File: src/rtl/mod_dp_unit_if.sv
// Operation bus for the modulo datapath: requester handshake, control-FSM
// strobes, and the results returned to both.
interface mod_dp_unit_if #(
    parameter int unsigned W = 8
);
    logic         start;
    logic [W-1:0] a_in;
    logic [W-1:0] b_in;
    logic         asg_tempp;
    logic         make_sub;
    logic         make_asg;
    logic         make_comp;
    logic         done;
    logic         lt;
    logic         cu_reset;
    logic         busy;
    logic [W-1:0] result;
    logic [W-1:0] quotient;
    logic         result_valid;
    logic         div_zero;

    modport master (
        output start, a_in, b_in, asg_tempp, make_sub, make_asg, make_comp, done,
        input  lt, cu_reset, busy, result, quotient, result_valid, div_zero
    );

    modport slave (
        input  start, a_in, b_in, asg_tempp, make_sub, make_asg, make_comp, done,
        output lt, cu_reset, busy, result, quotient, result_valid, div_zero
    );
endinterface

File: src/rtl/mod_dp_unit.sv
// Modulo/divide datapath by repeated subtraction, sequenced by an external
// control FSM through strobes; divide-by-zero is answered directly from IDLE.
module mod_dp_unit #(
    parameter int unsigned W = 8
) (
    input  logic          CLK,
    input  logic          reset,
    mod_dp_unit_if.slave  bus
);
    typedef enum logic {IDLE = 1'b0, RUN = 1'b1} state_e;

    state_e       state_q;
    logic [W-1:0] a_q;
    logic [W-1:0] b_q;
    logic [W-1:0] temp_q;
    logic [W-1:0] diff_q;
    logic [W-1:0] qcnt_q;
    logic [W-1:0] result_q;
    logic [W-1:0] quot_q;
    logic         rv_q;
    logic         dz_q;

    logic         run_c;
    logic         ge_c;
    logic [W-1:0] diff_d;
    logic [W-1:0] qcnt_d;

    assign run_c  = (state_q == RUN);
    assign ge_c   = (temp_q >= b_q);
    // Subtraction saturates: below the divisor the value passes through unchanged.
    assign diff_d = ge_c ? W'(temp_q - b_q) : temp_q;
    assign qcnt_d = ge_c ? W'(qcnt_q + W'(1)) : qcnt_q;

    assign bus.busy         = run_c;
    assign bus.cu_reset     = ~run_c;
    assign bus.lt           = ~ge_c;
    assign bus.result       = result_q;
    assign bus.quotient     = quot_q;
    assign bus.result_valid = rv_q;
    assign bus.div_zero     = dz_q;

    always_ff @(posedge CLK or negedge reset) begin
        if (!reset) begin
            state_q  <= IDLE;
            a_q      <= '0;
            b_q      <= '0;
            temp_q   <= '0;
            diff_q   <= '0;
            qcnt_q   <= '0;
            result_q <= '0;
            quot_q   <= '0;
            rv_q     <= 1'b0;
            dz_q     <= 1'b0;
        end else begin
            rv_q <= 1'b0;
            case (state_q)
                IDLE: begin
                    if (bus.start) begin
                        if (bus.b_in != '0) begin
                            a_q     <= bus.a_in;
                            b_q     <= bus.b_in;
                            qcnt_q  <= '0;
                            state_q <= RUN;
                        end else begin
                            result_q <= bus.a_in;
                            quot_q   <= '0;
                            dz_q     <= 1'b1;
                            rv_q     <= 1'b1;
                        end
                    end
                end
                RUN: begin
                    if (bus.asg_tempp) begin
                        temp_q <= a_q;
                    end else if (bus.make_sub) begin
                        diff_q <= diff_d;
                        qcnt_q <= qcnt_d;
                    end else if (bus.make_asg) begin
                        temp_q <= diff_q;
                    end else if (bus.done) begin
                        result_q <= temp_q;
                        quot_q   <= qcnt_q;
                        dz_q     <= 1'b0;
                        rv_q     <= 1'b1;
                        state_q  <= IDLE;
                    end else if (bus.make_comp) begin
                        // lt is decoded combinationally; nothing to store here
                    end
                end
            endcase
        end
    end
endmodule

File: src/flat_wrapper.sv
// flat-port wrapper written by rule: the top's interface ports become plain ports
module mod_dp_unit_flat 
#(
    parameter int unsigned W = 8
)
  (CLK, reset, bus_start, bus_a_in, bus_b_in, bus_asg_tempp, bus_make_sub, bus_make_asg, bus_make_comp, bus_done, bus_lt, bus_cu_reset, bus_busy, bus_result, bus_quotient, bus_result_valid, bus_div_zero);
  mod_dp_unit_if #(.W(W)) bus_i ();
  input  logic CLK;
  input  logic reset;
  input wire logic [$bits(bus_i.start)-1:0] bus_start;
  input wire logic [$bits(bus_i.a_in)-1:0] bus_a_in;
  input wire logic [$bits(bus_i.b_in)-1:0] bus_b_in;
  input wire logic [$bits(bus_i.asg_tempp)-1:0] bus_asg_tempp;
  input wire logic [$bits(bus_i.make_sub)-1:0] bus_make_sub;
  input wire logic [$bits(bus_i.make_asg)-1:0] bus_make_asg;
  input wire logic [$bits(bus_i.make_comp)-1:0] bus_make_comp;
  input wire logic [$bits(bus_i.done)-1:0] bus_done;
  output wire logic [$bits(bus_i.lt)-1:0] bus_lt;
  output wire logic [$bits(bus_i.cu_reset)-1:0] bus_cu_reset;
  output wire logic [$bits(bus_i.busy)-1:0] bus_busy;
  output wire logic [$bits(bus_i.result)-1:0] bus_result;
  output wire logic [$bits(bus_i.quotient)-1:0] bus_quotient;
  output wire logic [$bits(bus_i.result_valid)-1:0] bus_result_valid;
  output wire logic [$bits(bus_i.div_zero)-1:0] bus_div_zero;
  assign bus_i.start = bus_start;
  assign bus_i.a_in = bus_a_in;
  assign bus_i.b_in = bus_b_in;
  assign bus_i.asg_tempp = bus_asg_tempp;
  assign bus_i.make_sub = bus_make_sub;
  assign bus_i.make_asg = bus_make_asg;
  assign bus_i.make_comp = bus_make_comp;
  assign bus_i.done = bus_done;
  assign bus_lt = bus_i.lt;
  assign bus_cu_reset = bus_i.cu_reset;
  assign bus_busy = bus_i.busy;
  assign bus_result = bus_i.result;
  assign bus_quotient = bus_i.quotient;
  assign bus_result_valid = bus_i.result_valid;
  assign bus_div_zero = bus_i.div_zero;
  mod_dp_unit #(.W(W)) u_core (.CLK(CLK), .reset(reset), .bus(bus_i));
endmodule
File: config.mk
export PLATFORM = sky130hd
export DESIGN_NAME = mod_dp_unit_flat
export DESIGN_NICKNAME = d
export VERILOG_FILES = /design/src/rtl/mod_dp_unit_if.sv /design/src/rtl/mod_dp_unit.sv /design/src/flat_wrapper.sv
export SDC_FILE = /design/constraint.sdc
export NUM_CORES = 1
export LEC_CHECK = 0
export BUFFER_PORTS_ARGS = -buffer_cell sky130_fd_sc_hd__buf_4
export CORE_ASPECT_RATIO = 1.5
export CORE_MARGIN = 10
export CORE_UTILIZATION = 44
export DETAILED_ROUTE_END_ITERATION = 7
export PLACE_DENSITY = 0.62
export SETUP_SLACK_MARGIN = 0.15
export SYNTH_ARGS = -nofsm -noshare
export SYNTH_HDL_FRONTEND = slang
export SYNTH_SLANG_ARGS = --single-unit
export TNS_END_PERCENT = 50
File: constraint.sdc
create_clock -name CLK -period 3.92 [get_ports CLK]
set_clock_uncertainty 0.05 [all_clocks]
set_input_delay 0.196 -clock CLK [delete_from_list [all_inputs] [get_ports CLK]]
set_output_delay 0.196 -clock CLK [all_outputs]
set_load 0.02 [all_outputs]
==> run_results.csv <==
group,metric,value,unit
layout,mostFrequentLayoutCells,"dfrtp_1, nand2_1, buf_4",
global_route,grt_pass1_wl,11.9,mm
yosys,yosysUniqueCellTypes,47,
die,die_w,88.1,um
yosys,synth_edf_count,0,
timing,fin_tns_setup,0,ps
power_and_ir_drop,leakagePower,1.77,nW
clock_network,clk_latency,350,ps
min_path,hp-start,"bus_b_in[7]",
worst_setup_path,cpLargestDelayFamily,"simple AND/OR/NAND/NOR gates",
place,io_buffers,43,
worst_setup_path,r2r_start,"u_core.temp_q[0]",
die,die_height,122,um
clock_network,cts_made_buffers,9,
power_and_ir_drop,p_sw_share,42.5,%
worst_setup_path,cpPeakStageDelay,770,ps
layout,finalNetCount,389,
power_and_ir_drop,p_per_area,909,nW/um^2
worst_setup_path,worstSetupEndpointType,"primary output",
clock_network,cts.sinks,59,
timing,rsz0062_at_grt,"no",
clock_network,postCtsSetupBuffers,0,
routing,wl_per_cell,16.4,um
timing,hold_viol,0,
routing,num_vias,2363,
yosys,yosys_most_used_dff,"dfrtp_1",
global_route,grt_antenna_before_repair,0,
power_and_ir_drop,combPwrFrac,51.9,%
yosys,async_reset_ff_share,100,%
layout,syn2layout_area_growth,19.6,%
worst_setup_path,start_kind,"register",
yosys,syn-num-nets,344,
timing,relSlewSlack,34.4,%
worst_setup_path,critPathBufInv,3,
layout,fin_area,3660,sq um
timing,finalMaxSlewViolations,0,
min_path,whs_path_depth,3,
min_path,worst_hold_path.endpoint,"u_core.b_q[7]",
power_and_ir_drop,pwr-share-clk,16.5,%
timing,clock.fmax,0.332,GHz
place,hpwl,5.29,mm
power_and_ir_drop,power.switching,1.41,mW
yosys,seq_area_frac_synth,48.2,%
layout,fillers,644,
layout,diodes,0,
worst_setup_path,critical-path-top-cell-by-count,"inv_1",
worst_setup_path,critPathRequiredTime,3670,ps
power_and_ir_drop,vdd_drop_max,435,uV
timing,timing.hold.ws,22.4,ps
die,initial_utilization,45.0,%
place,place_area,3460,sq um
worst_setup_path,rr_endpoint,"u_core.diff_q[7]",
layout,layout_commonest_cell,"dfrtp_1",
power_and_ir_drop,p_int,1.91,mW
clock_network,cts_tree,"built",
min_path,hold_path.class,"primary input to register",
timing,min_period_over_period,76.9,%
clock_network,clock_path_buffers,2,
worst_setup_path,rr_worst_depth,10,
routing,antenna_left,0,
worst_setup_path,arrival,2770,ps
global_route,grt_start_max_net_pins,60,
global_route,gr-total-overflow,0,
timing,setup_viol,0,
worst_setup_path,criticalPathCategory,"register to primary output",
power_and_ir_drop,seqPwrFrac,31.7,%
yosys,ys_warn_count,0,
place,gp_congestion,0.768,
die,ioPinCount,45,
die,dieArea,10800,sq um
clock_network,cts.repair.resized,0,
worst_setup_path,rrSetupSlack,1120,ps
routing,drt_iter0_markers,76,
clock_network,cts-hold-fix-buffers,1,
routing,via_per_inst,5.39,
yosys,avgSynthCellArea,9.87,sq um
global_route,grt_pass1_vias,2378,
layout,drive_gt1_share,22.8,%
clock_network,htreeDepth,3,
worst_setup_path,slowest_stage,"nor3_2",
yosys,syn-cell-area,3060,sq um
timing,period_minus_slack,3010,ps
routing,route.detailed.drc,0,
routing,firstDrtPassIters,4,
power_and_ir_drop,total_power,3.33,mW
die,core,6810,sq um
worst_setup_path,crit_chain,"inv_1, ha_1, inv_1, fa_1, nand3_1, a311oi_2, nor3_2, buf_4",
clock_network,cts-root-buf,"clkbuf_8",
job,drv_cap,0,
yosys,yosys_register_bits,59,
clock_network,path_clk_slew,70,ps
die,rows,37,
global_route,grt.total_usage,14.2,%
routing,wirelength,7.19,mm
timing,worst_pin_slew,979,ps
yosys,netlist_instances,310,
worst_setup_path,path_max_fanout,12,
outcome,status,"finished, final reports clean",
[synthesized netlist by cell type (2+ instances only)]
| master | number | share of area, % |
|---|---|---|
| a21oi_1 | 13 | 2.1 |
| a22o_1 | 2 | 0.57 |
| a31oi_1 | 3 | 0.61 |
| and2_1 | 4 | 0.82 |
| and3_1 | 4 | 0.82 |
| buf_1 | 2 | 0.25 |
| buf_2 | 5 | 0.82 |
| clkbuf_1 | 7 | 0.86 |
| dfrtp_1 | 59 | 48 |
| ha_1 | 9 | 3.7 |
| inv_1 | 14 | 1.7 |
| mux2_2 | 12 | 4.4 |
| mux2i_1 | 25 | 8.2 |
| nand2_1 | 47 | 5.8 |
| nand2b_1 | 5 | 1.0 |
| nand3_1 | 9 | 1.5 |
| nor2_1 | 12 | 1.5 |
| nor2b_1 | 2 | 0.41 |
| nor3_1 | 3 | 0.49 |
| nor4_1 | 6 | 1.2 |
| nor4b_1 | 2 | 0.57 |
| o21ai_0 | 33 | 5.4 |
| o21ai_1 | 2 | 0.33 |
| o31ai_1 | 3 | 0.74 |
| or2_2 | 2 | 0.41 |
| or4b_1 | 2 | 0.65 |
| xor2_1 | 3 | 0.86 |
[state kept, by name (all words and copies together) (netlist names)]
signal                   flops
u_core.b_q                   8
u_core.bus.quotient          8
u_core.bus.div_zero          1
u_core.diff_q                8
u_core.qcnt_q                8
u_core.bus.busy              1
u_core.a_q                   8
u_core.temp_q                8
u_core.bus.result            8
u_core.bus.result_valid      1
[layout make-up]
type	instances	area [sq um]	share of cell area, %
flip-flops and latches	59	1480	40.3
well taps	78	97.6	2.67
clock inverters	6	66.3	1.81
clock buffers	10	128	3.49
inverters	15	56.3	1.54
repair buffers	48	363	9.91
multi-input cells	222	1470	40.2
[power groups by stage]
stage	combinational (mW)	clock (mW)	sequential, mW
after floorplan	1.17	0	1.11
after CTS	1.76	0.562	1.06
final	1.73	0.548	1.05
after global placement	1.70	0	1.06
after global routing	1.93	0.588	1.09
after detailed placement	1.74	0	1.07
[how the worst max path moves through the flow]
stage	start	to	slack [ps]	cells after the start
floorplan	u_core.temp_q[0]	u_core.diff_q[3]	1630	10
global placement	u_core.temp_q[0]	u_core.diff_q[0]	1160	9
detailed placement	u_core.temp_q[0]	u_core.diff_q[7]	1110	10
CTS	u_core.temp_q[0]	bus_lt	850	8
global route	u_core.temp_q[0]	bus_lt	750	8
finish	u_core.temp_q[0]	bus_lt	910	8
[metal layers]
| layer | track usage (%) | part of all wire [%] | vias to the layer above |
|---|---|---|---|
| li1 | - | - | 1184 |
| met3 | 4.07 | 4.7 | 11 |
| met1 | 15.0 | 39 | 1126 |
| met5 | 0 | 0 | - |
| met2 | 25.3 | 55 | 42 |
| met4 | 6.20 | 1.7 | 0 |
[cells by family (layout without fill, tap and decap cells)]
group	after synthesis	in the layout	synth area share, %
simple gates	102	102	16.2
compound gates	69	69	13.7
xor+xnor	4	4	1.14
buf+inv	29	79	3.76
fa+ha+maj	10	10	4.33
mux	37	37	12.6
flops	59	59	48.2
[through the flow]
step	setup slack (ps)	util (%)	cells
6_report	907	53.8	438
5_1_grt	747	53.8	438
4_1_cts	853	53.8	438
3_5_place_dp	1110	50.8	421
3_3_place_gp	1160	50.8	421
2_1_floorplan	1630	-	310
[worst register-to-register path: cells and delay by family (launching register included)]
family | cells | cell delay (ps)
AND/OR/NAND/NOR | 3 | 1000
adder cells (fa/ha/maj) | 2 | 550
buffers and inverters | 3 | 410
flip-flops | 1 | 400
AO/OA/AOI/OAI | 2 | 250
Power figures use the tool's default switching activity.
